### config.mk
export PLATFORM = sky130hd
export DESIGN_NAME = seven_segment_scanner
export DESIGN_NICKNAME = d
export VERILOG_FILES = /design/src/rtl/seven_seg_pkg.sv /design/src/rtl/seven_segment_hex_decoder.sv /design/src/rtl/seven_segment_scanner.sv
export SDC_FILE = /design/constraint.sdc
export NUM_CORES = 1
export LEC_CHECK = 0
export BUFFER_PORTS_ARGS = -buffer_cell sky130_fd_sc_hd__buf_2
export CAP_MARGIN = 25
export CORE_MARGIN = 1.5
export CORE_UTILIZATION = 40
export DETAILED_ROUTE_END_ITERATION = 16
export PLACE_DENSITY = 0.59
export SYNTH_ARGS = -nofsm -noshare
export SYNTH_HDL_FRONTEND = slang
export SYNTH_HIERARCHICAL = 1
export SYNTH_SLANG_ARGS = --single-unit
### constraint.sdc
create_clock -name clk -period 2.98 [get_ports clk]
set_input_delay 0.596 -clock clk [delete_from_list [all_inputs] [get_ports clk]]
set_output_delay 0.596 -clock clk [all_outputs]
set_load 0.03 [all_outputs]
### src/rtl/seven_seg_pkg.sv
// seven_seg_pkg -- shared constants, hex segment table and leading-zero helper
// for the seven-segment scanner. Rev 1.0
`default_nettype none

package seven_seg_pkg;

  localparam int SEG_WIDTH  = 7;
  localparam int MAX_DIGITS = 8;

  // Segment order {a,b,c,d,e,f,g}, bit 6 = a, active-high.
  localparam logic [SEG_WIDTH-1:0] HEX_TABLE [16] = '{
    7'b1111110, 7'b0110000, 7'b1101101, 7'b1111001,
    7'b0110011, 7'b1011011, 7'b1011111, 7'b1110000,
    7'b1111111, 7'b1111011, 7'b1110111, 7'b0011111,
    7'b1001110, 7'b0111101, 7'b1001111, 7'b1000111
  };

  // Bit k set when nibble k and every higher nibble are zero; digit 0 never set.
  function automatic logic [MAX_DIGITS-1:0] leading_zero_mask(
    input logic [4*MAX_DIGITS-1:0] nibbles,
    input int                      num_digits
  );
    logic                  all_zero;
    logic [MAX_DIGITS-1:0] mask;
    mask     = '0;
    all_zero = 1'b1;
    for (int k = MAX_DIGITS - 1; k >= 1; k--) begin
      if (k < num_digits) begin
        all_zero = all_zero & (nibbles[4*k +: 4] == 4'h0);
        mask[k]  = all_zero;
      end
    end
    return mask;
  endfunction

endpackage

`default_nettype wire

### src/rtl/seven_segment_hex_decoder.sv
// seven_segment_hex_decoder -- combinational 4-bit to 7-segment lookup. Rev 1.0
`default_nettype none

module seven_segment_hex_decoder
  import seven_seg_pkg::*;
(
  input  logic [3:0]           nibble_i,
  output logic [SEG_WIDTH-1:0] seg_o
);

  assign seg_o = HEX_TABLE[nibble_i];

endmodule

`default_nettype wire

### src/rtl/seven_segment_scanner.sv
// seven_segment_scanner -- time-multiplexed N-digit hex display driver with
// frame-synchronous shadow update. Optional macro: LEADING_ZERO_BLANK_EN. Rev 1.0
`default_nettype none

module seven_segment_scanner
  import seven_seg_pkg::*;
#(
  parameter int NUM_DIGITS     = 4,
  parameter int REFRESH_DIV    = 1000,
  parameter int SEG_ACTIVE_LOW = 0
) (
  input  logic                    clk,
  input  logic                    reset,
  input  logic                    load,
  input  logic [4*NUM_DIGITS-1:0] value,
  input  logic [NUM_DIGITS-1:0]   dp_in,
  input  logic [NUM_DIGITS-1:0]   blank_in,
  output logic [SEG_WIDTH-1:0]    seg_out,
  output logic                    dp_out,
  output logic [NUM_DIGITS-1:0]   an,
  output logic                    update_pending,
  output logic                    frame_tick
);

  localparam int CNT_W = $clog2(REFRESH_DIV);
  localparam int IDX_W = (NUM_DIGITS > 1) ? $clog2(NUM_DIGITS) : 1;
  localparam int VAL_W = 4 * NUM_DIGITS;

  logic [CNT_W-1:0]      cnt_q, cnt_d;
  logic [IDX_W-1:0]      idx_q, idx_d;
  logic [VAL_W-1:0]      shadow_val_q, shadow_val_d, disp_val_q, disp_val_d;
  logic [NUM_DIGITS-1:0] shadow_dp_q, shadow_dp_d, disp_dp_q, disp_dp_d;
  logic [NUM_DIGITS-1:0] shadow_blank_q, shadow_blank_d, disp_blank_q, disp_blank_d;
  logic                  pending_q, pending_d, frame_q, frame_d;
  logic [NUM_DIGITS-1:0] an_q, an_d;
  logic [SEG_WIDTH-1:0]  seg_q, seg_d;
  logic                  dp_q, dp_d;

  logic                  scan_tick, wrap_tick, digit_dark;
  logic [3:0]            cur_nibble;
  logic [SEG_WIDTH-1:0]  cur_pattern;

  assign scan_tick  = (cnt_q == CNT_W'(REFRESH_DIV - 1));
  assign wrap_tick  = scan_tick && (idx_q == IDX_W'(NUM_DIGITS - 1));
  assign cur_nibble = 4'(disp_val_q >> {idx_q, 2'b00});

`ifdef LEADING_ZERO_BLANK_EN
  logic [4*MAX_DIGITS-1:0] val_ext;
  logic [MAX_DIGITS-1:0]   lz_mask;

  always_comb begin
    val_ext             = '0;
    val_ext[VAL_W-1:0]  = disp_val_q;
    lz_mask             = leading_zero_mask(val_ext, NUM_DIGITS);
  end

  assign digit_dark = 1'(disp_blank_q >> idx_q) | 1'(lz_mask >> idx_q);
`else
  assign digit_dark = 1'(disp_blank_q >> idx_q);
`endif

  seven_segment_hex_decoder u_hex_decoder (
    .nibble_i (cur_nibble),
    .seg_o    (cur_pattern)
  );

  always_comb begin
    cnt_d          = scan_tick ? '0 : cnt_q + CNT_W'(1);
    idx_d          = idx_q;
    shadow_val_d   = shadow_val_q;
    shadow_dp_d    = shadow_dp_q;
    shadow_blank_d = shadow_blank_q;
    disp_val_d     = disp_val_q;
    disp_dp_d      = disp_dp_q;
    disp_blank_d   = disp_blank_q;
    pending_d      = pending_q;
    frame_d        = wrap_tick;

    if (wrap_tick)      idx_d = '0;
    else if (scan_tick) idx_d = idx_q + IDX_W'(1);

    if (load) begin
      shadow_val_d   = value;
      shadow_dp_d    = dp_in;
      shadow_blank_d = blank_in;
    end

    // A load coinciding with the wrap bypasses the shadow so it is not a frame late.
    if (wrap_tick) begin
      disp_val_d   = load ? value    : shadow_val_q;
      disp_dp_d    = load ? dp_in    : shadow_dp_q;
      disp_blank_d = load ? blank_in : shadow_blank_q;
      pending_d    = 1'b0;
    end else if (load) begin
      pending_d    = 1'b1;
    end

    an_d  = digit_dark ? '0 : (NUM_DIGITS'(1) << idx_q);
    seg_d = digit_dark ? '0 : cur_pattern;
    dp_d  = digit_dark ? 1'b0 : 1'(disp_dp_q >> idx_q);
  end

  always_ff @(posedge clk or posedge reset) begin
    if (reset) begin
      cnt_q          <= '0;
      idx_q          <= '0;
      shadow_val_q   <= '0;
      shadow_dp_q    <= '0;
      shadow_blank_q <= '0;
      disp_val_q     <= '0;
      disp_dp_q      <= '0;
      disp_blank_q   <= '0;
      pending_q      <= 1'b0;
      frame_q        <= 1'b0;
      an_q           <= '0;
      seg_q          <= '0;
      dp_q           <= 1'b0;
    end else begin
      cnt_q          <= cnt_d;
      idx_q          <= idx_d;
      shadow_val_q   <= shadow_val_d;
      shadow_dp_q    <= shadow_dp_d;
      shadow_blank_q <= shadow_blank_d;
      disp_val_q     <= disp_val_d;
      disp_dp_q      <= disp_dp_d;
      disp_blank_q   <= disp_blank_d;
      pending_q      <= pending_d;
      frame_q        <= frame_d;
      an_q           <= an_d;
      seg_q          <= seg_d;
      dp_q           <= dp_d;
    end
  end

  assign an             = an_q;
  assign seg_out        = (SEG_ACTIVE_LOW != 0) ? ~seg_q : seg_q;
  assign dp_out         = (SEG_ACTIVE_LOW != 0) ? ~dp_q  : dp_q;
  assign update_pending = pending_q;
  assign frame_tick     = frame_q;

endmodule

`default_nettype wire

**Word level (Yosys, flattened, before mapping)**

Memories as Yosys holds them, arrays and structs flattened.
Cells that the tools add are included.

- Flip-flop bits (word level): 74
- ROM bits: 112
- Input bits: 27
- Output and inout port bits: 14
- Word-level logic and storage cells: 40
- Memories kept: 1

Memories:

| name | words | width | rd ports | clocked after Yosys merged registers in | write ports | RTL line | text |
|---|---|---|---|---|---|---|---|
| (no name shown) | 16 | 7 | 1 | 0 | 0 | seven_segment_hex_decoder.sv:11 | `assign seg_o = HEX_TABLE[nibble_i];` |

- Add/subtract/negate cells: 2
- Order comparisons: 1
- Equal/unequal tests: 2
- Shift operators: 4
- Multiplexer cells: 13
- Bitwise logic cells: 1
- Reductions and logical operators: 3

Operators by type and width:

| operator | count |
|---|---|
| $mux 7 | 3 |
| $mux 16 | 1 |
| $shr 16x4->4 | 1 |
| $mux 4 | 3 |
| $add 10x1->10 const B | 1 |
| $eq 10x10->1 const B | 1 |
| $mux 10 | 1 |
| $shr 4x2->1 | 2 |
| $ge 5x5->1 const B | 1 |
| $not 4->5 | 1 |
| $mux 2 | 2 |
| $reduce_bool 2->1 | 2 |
| $shl 1x2->4 const A | 1 |
| $mux 1 | 3 |
| $add 2x1->2 const B | 1 |
| $eq 2x2->1 const B | 1 |
| $logic_and 1x1->1 | 1 |

**Longest topological paths before layout**

- Depth after elaboration: 6
- Depth in mapped cells: 7
- Depth with buffers taken out: 6

**Cells and area by module**

Netlist, hierarchy kept.

By module, submodules not included:

| module | times used | cells an instance | area each (µm²) | seq. area each (µm²) |
|---|---|---|---|---|
| seven_segment_scanner | 1 | 202 | 3086.7 | 1851.8 |
| seven_segment_hex_decoder | 1 | 33 | 290.3 | 0.0 |

**Least setup slack after synthesis**

No wires, ideal clock.

- Path kind: register -> register
- From: register idx_q[0]
- To: register seg_q[3], in the netlist seg_out[3]
- Library setup time: 0.132 ns
- Data arrival time: 2.255 ns
- Data required time: 2.848 ns
- Path slack: 0.593 ns
- Stages on the path, launching flop included: 7
- Path buffers: 1
- Clock period less this slack: 2.387 ns
- Cell sequence: dfrtp_1 > clkbuf_1 > mux4_2 > inv_1 > ha_1 > mux4_1 > nor2b_1

- Word-level cells in the longest chain between the ends: 6
- Elaborated cells between the ends (all ways): 7
- Those cells by class: shift (2); mux (3); bitwise (1); memory (1)

RTL lines:

| element | RTL line | text |
|---|---|---|
| start, declared | seven_segment_scanner.sv:30 | `logic [IDX_W-1:0] idx_q, idx_d;` |
| start signal, assigned | seven_segment_scanner.sv:120 | `idx_q <= idx_d;` |
| $shr 16x4->4 | seven_segment_scanner.sv:45 | `assign cur_nibble = 4'(disp_val_q >> {idx_q, 2'b00});` |
| via cur_nibble[0] | seven_segment_scanner.sv:40 | `logic [3:0] cur_nibble;` |
| $not 4->5 (implied by the code) | seven_segment_hex_decoder.sv:11 |  |
| $mem_v2 16x7 | -- |  |
| $mux 7 (implied by the code) (2 in a row) | seven_segment_hex_decoder.sv:11 |  |
| via cur_pattern[3] | seven_segment_scanner.sv:41 | `logic [SEG_WIDTH-1:0] cur_pattern;` |
| $mux 7 | seven_segment_scanner.sv:99 | `seg_d = digit_dark ? '0 : cur_pattern;` |
| via seg_d[3] | seven_segment_scanner.sv:36 | `logic [SEG_WIDTH-1:0] seg_q, seg_d;` |
| end signal, assigned | seven_segment_scanner.sv:130 | `seg_q <= seg_d;` |
| end, declared | seven_segment_scanner.sv:36 |  |

The timed path passes the listed nets, and every way through them passes these cells. The select of a mux whose other input is x is not followed.
A chain may end at the register's enable or synchronous reset.

**Final worst setup path**

- From: register cnt_q[0]
- To: register disp_val_q[3]

- Word-level cells in the longest chain between the ends: 2

RTL lines:

| element | RTL line | text |
|---|---|---|
| start, declared | seven_segment_scanner.sv:29 | `logic [CNT_W-1:0] cnt_q, cnt_d;` |
| start signal, assigned | seven_segment_scanner.sv:119 | `cnt_q <= cnt_d;` |
| $eq 10x10->1 | seven_segment_scanner.sv:43 | `assign scan_tick = (cnt_q == CNT_W'(REFRESH_DIV - 1));` |
| $logic_and 1x1->1 | seven_segment_scanner.sv:44 | `assign wrap_tick = scan_tick && (idx_q == IDX_W'(NUM_DIGITS - 1));` |
| end signal, assigned | seven_segment_scanner.sv:124 | `disp_val_q <= disp_val_d;` |
| end, declared | seven_segment_scanner.sv:31 | `logic [VAL_W-1:0] shadow_val_q, shadow_val_d, disp_val_q, disp_val_d;` |

Every way passes these cells.

==> impl_results.md <==
* Register area at 0.00185 mm2
* Post-Synthesis Mean Instance Area at 14.4 um2
* Tcrit/Tclk final at between 70% and 80%
* Initial Util at 41.1%
* Worst-path cell chain: ha_1 > nand3_1 > nor4_4 > buf_4 > mux2_2
* CP Capture Type: flop
* Number of global-route vias before repair at 1936
* Post-synth EDFFs at 0
* Synth top area cells: dfrtp_1, mux2_2, mux2_4
* Worst slew margin at 56.4%
* WL final at between 5000 and 6000 um
* Max-Cap Viols at 0
* F_max at roughly 460 MHz
* Synth top cells by count: dfrtp_1, mux2_2, mux2_4, nor2b_1
* Asr flop ratio synth at between 90% and 100%
* First-pass GRT wire length at 9800 um
* Row Count at 33
* Area grow syn2layout at 15.2%
* YS warnings at 6
* Critical path type: flop to flop
* Cell taking the most area after synthesis: dfrtp_1
* Top FF cell, synth: dfrtp_1
* Yosys cell types at 39
* Seq/Total Area, Yosys at 54.8%
* Worst reg2reg setup slack at 0.79 ns
* Layout Nets at 319
* Critical path startpoint category: flop
* CTS max path bufs at 2
* Root Buffer: clkbuf_8
* Hold buffers post-CTS at 0
* Die width at 94.9 um
* Synth Cell Area at ~0.0034 mm2
* Final Critical Period at 2.19 ns
* R2R Path End: disp_val_q[3]
* Final core occ at 47.3%
* Global-route usage over all layers at 14.6%
* RD Place Congestion at 0.752
* Core area at between 0.008 and 0.009 mm2
* Wire per inst at between 10 and 15 um
* Area post-placement at 0.00369 mm2
* RSZ-0062 raised after global routing: false
* HPWL Detailed at 3850 um
* Via count at 1888
* Clk_lat worst skew at 0.35 ns
* Clk slew on worst S/H paths at 0.08 ns
* Die Y at 94.9 um
* Final Hold Violating Endpoints at 0
* Multi-input gate area at roughly 0.0014 mm2
* Drt via density at a little under 5
* H-tree Lvls at 3
* Syn nets at 274
* Grt ovf at 0
* Worst r2r path cells at 5
* DR DRC count at 0
* Final Skew at between 0.01 and 0.015 ns
* Seq cells post-synth at 74
* Final Cell Area at 0.00389 mm2
* Starting DRT DRC Count at 62
* Layout cells sized above 1 at 44.2%
* Die area at 0.00900 mm2
* PD cells at 495 mW/mm2
* Clock sink count at 74
* CP Max Fanout at 26
* Hold Crit Class: primary input to async pin
* Share of the synthesized area in the top cell type at 54.8%
* I/O Buffers at 40
* Slowest-stage cell, CP: buf_4
* Slew @ Worst Pin at around 0.65 ns
* Num CTS Buffers at 9
* Crit-path max cell delay at between 0.4 and 0.5 ns
* Final TNS setup at 0 ns
* # fillers at around 740
* Drt first pass iters at 4
* Final setup viols at 0
* Cell with the most instances after synthesis: dfrtp_1
* Antenna diodes at 0
* Ports at 41
* Fin. max-slew vios at 0
* Post-DRT Antenna Nets at 0
* Initial antenna violation count at 0
* Peak supply drop at ~0.28 mV
* P_leak at 1.75 nW
* Status: complete, no violations
* PostCTS Resize Cnt at 0
* Setup Fix Bufs, Post-CTS at 0
* RR Startpoint: cnt_q[0]
* Synth Instances at between 200 and 250
* CP required at about 3.2 ns
* Pin count of the biggest net entering global routing at 31
* Critical Path AT at between 2 and 2.5 ns
* CTS tree: built
==> cell families (layout without fill, tap and decap cells) <==
family | Yosys count | after routing | synth area share [%]
fa+ha+maj | 12 | 12 | 4.45
simple gates | 45 | 45 | 8.04
compound gates | 16 | 16 | 3.26
flops | 74 | 74 | 54.8
xor+xnor | 3 | 3 | 0.778
buf+inv | 23 | 73 | 3.48
mux | 62 | 62 | 25.2
==> power by group <==
part	internal, mW	switching, mW
clock	0.411	0.377
combinational	0.0460	0.0494
sequential	1.04	0.00773
total	1.49	0.434
==> layout by cell type (no fill, tap or decap), types with 5 or more instances in the layout <==
cell	n
nor2_1	9
buf_2	40
dfrtp_1	74
clkbuf_8	10
mux2_4	19
inv_1	11
a21oi_1	5
nor2b_1	13
mux2_2	34
ha_1	12
nand3_1	6
mux4_2	6
==> sequential cells by signal (all words and copies together) (netlist names) <==
signal,cells
disp_val_q,16
shadow_val_q,16
cnt_q,10
seg_out,7
an,4
disp_blank_q,4
disp_dp_q,4
shadow_blank_q,4
shadow_dp_q,4
idx_q,2
dp_out,1
frame_tick,1
update_pending,1
==> stage by stage <==
step	setup WS (ns)	hold slack, ns	total power [mW]	std cells
global placement	0.848	0.465	1.16	374
detailed placement	0.821	0.478	1.16	374
floorplan	0.502	0.455	1.12	235
global route	0.637	0.383	2.02	390
CTS	0.788	0.363	1.96	390
finish	0.788	0.335	1.93	390
==> area by class of cell <==
cell class / instances / area share, %
sequential: 74 / 47.6
multi-input combinational: 138 / 36.2
timing repair buffer: 45 / 6.43
clock buffer: 10 / 3.54
tap: 105 / 3.38
clock inverter: 6 / 1.70
inverter: 12 / 1.16
==> per-layer routing <==
layer	part of all wire (%)	vias up	track usage, %
li1	-	916	-
met1	49	926	20.4
met2	45	35	21.5
met3	3.6	11	3.22
met4	2.0	0	6.72
met5	0	-	0
==> critical path, delay by kind of cell (launching register included) <==
family                     cells  cell delay (ns)
muxes                          1             0.39
DFF                            1             0.39
and+or+nand+nor                2             0.62
buffers and inverters          1             0.42
adders and majority gates      1             0.24
==> how the worst max path moves through the flow <==
stage	startpoint	endpoint	cells past startpoint
after CTS	cnt_q[0]	disp_val_q[3]	5
after global placement	cnt_q[0]	disp_val_q[1]	5
after global routing	cnt_q[0]	disp_val_q[0]	5
after floorplan	reset	an[0]	1
final	cnt_q[0]	disp_val_q[3]	5
after detailed placement	cnt_q[0]	disp_val_q[2]	5
(Power assumes the default switching activity.)
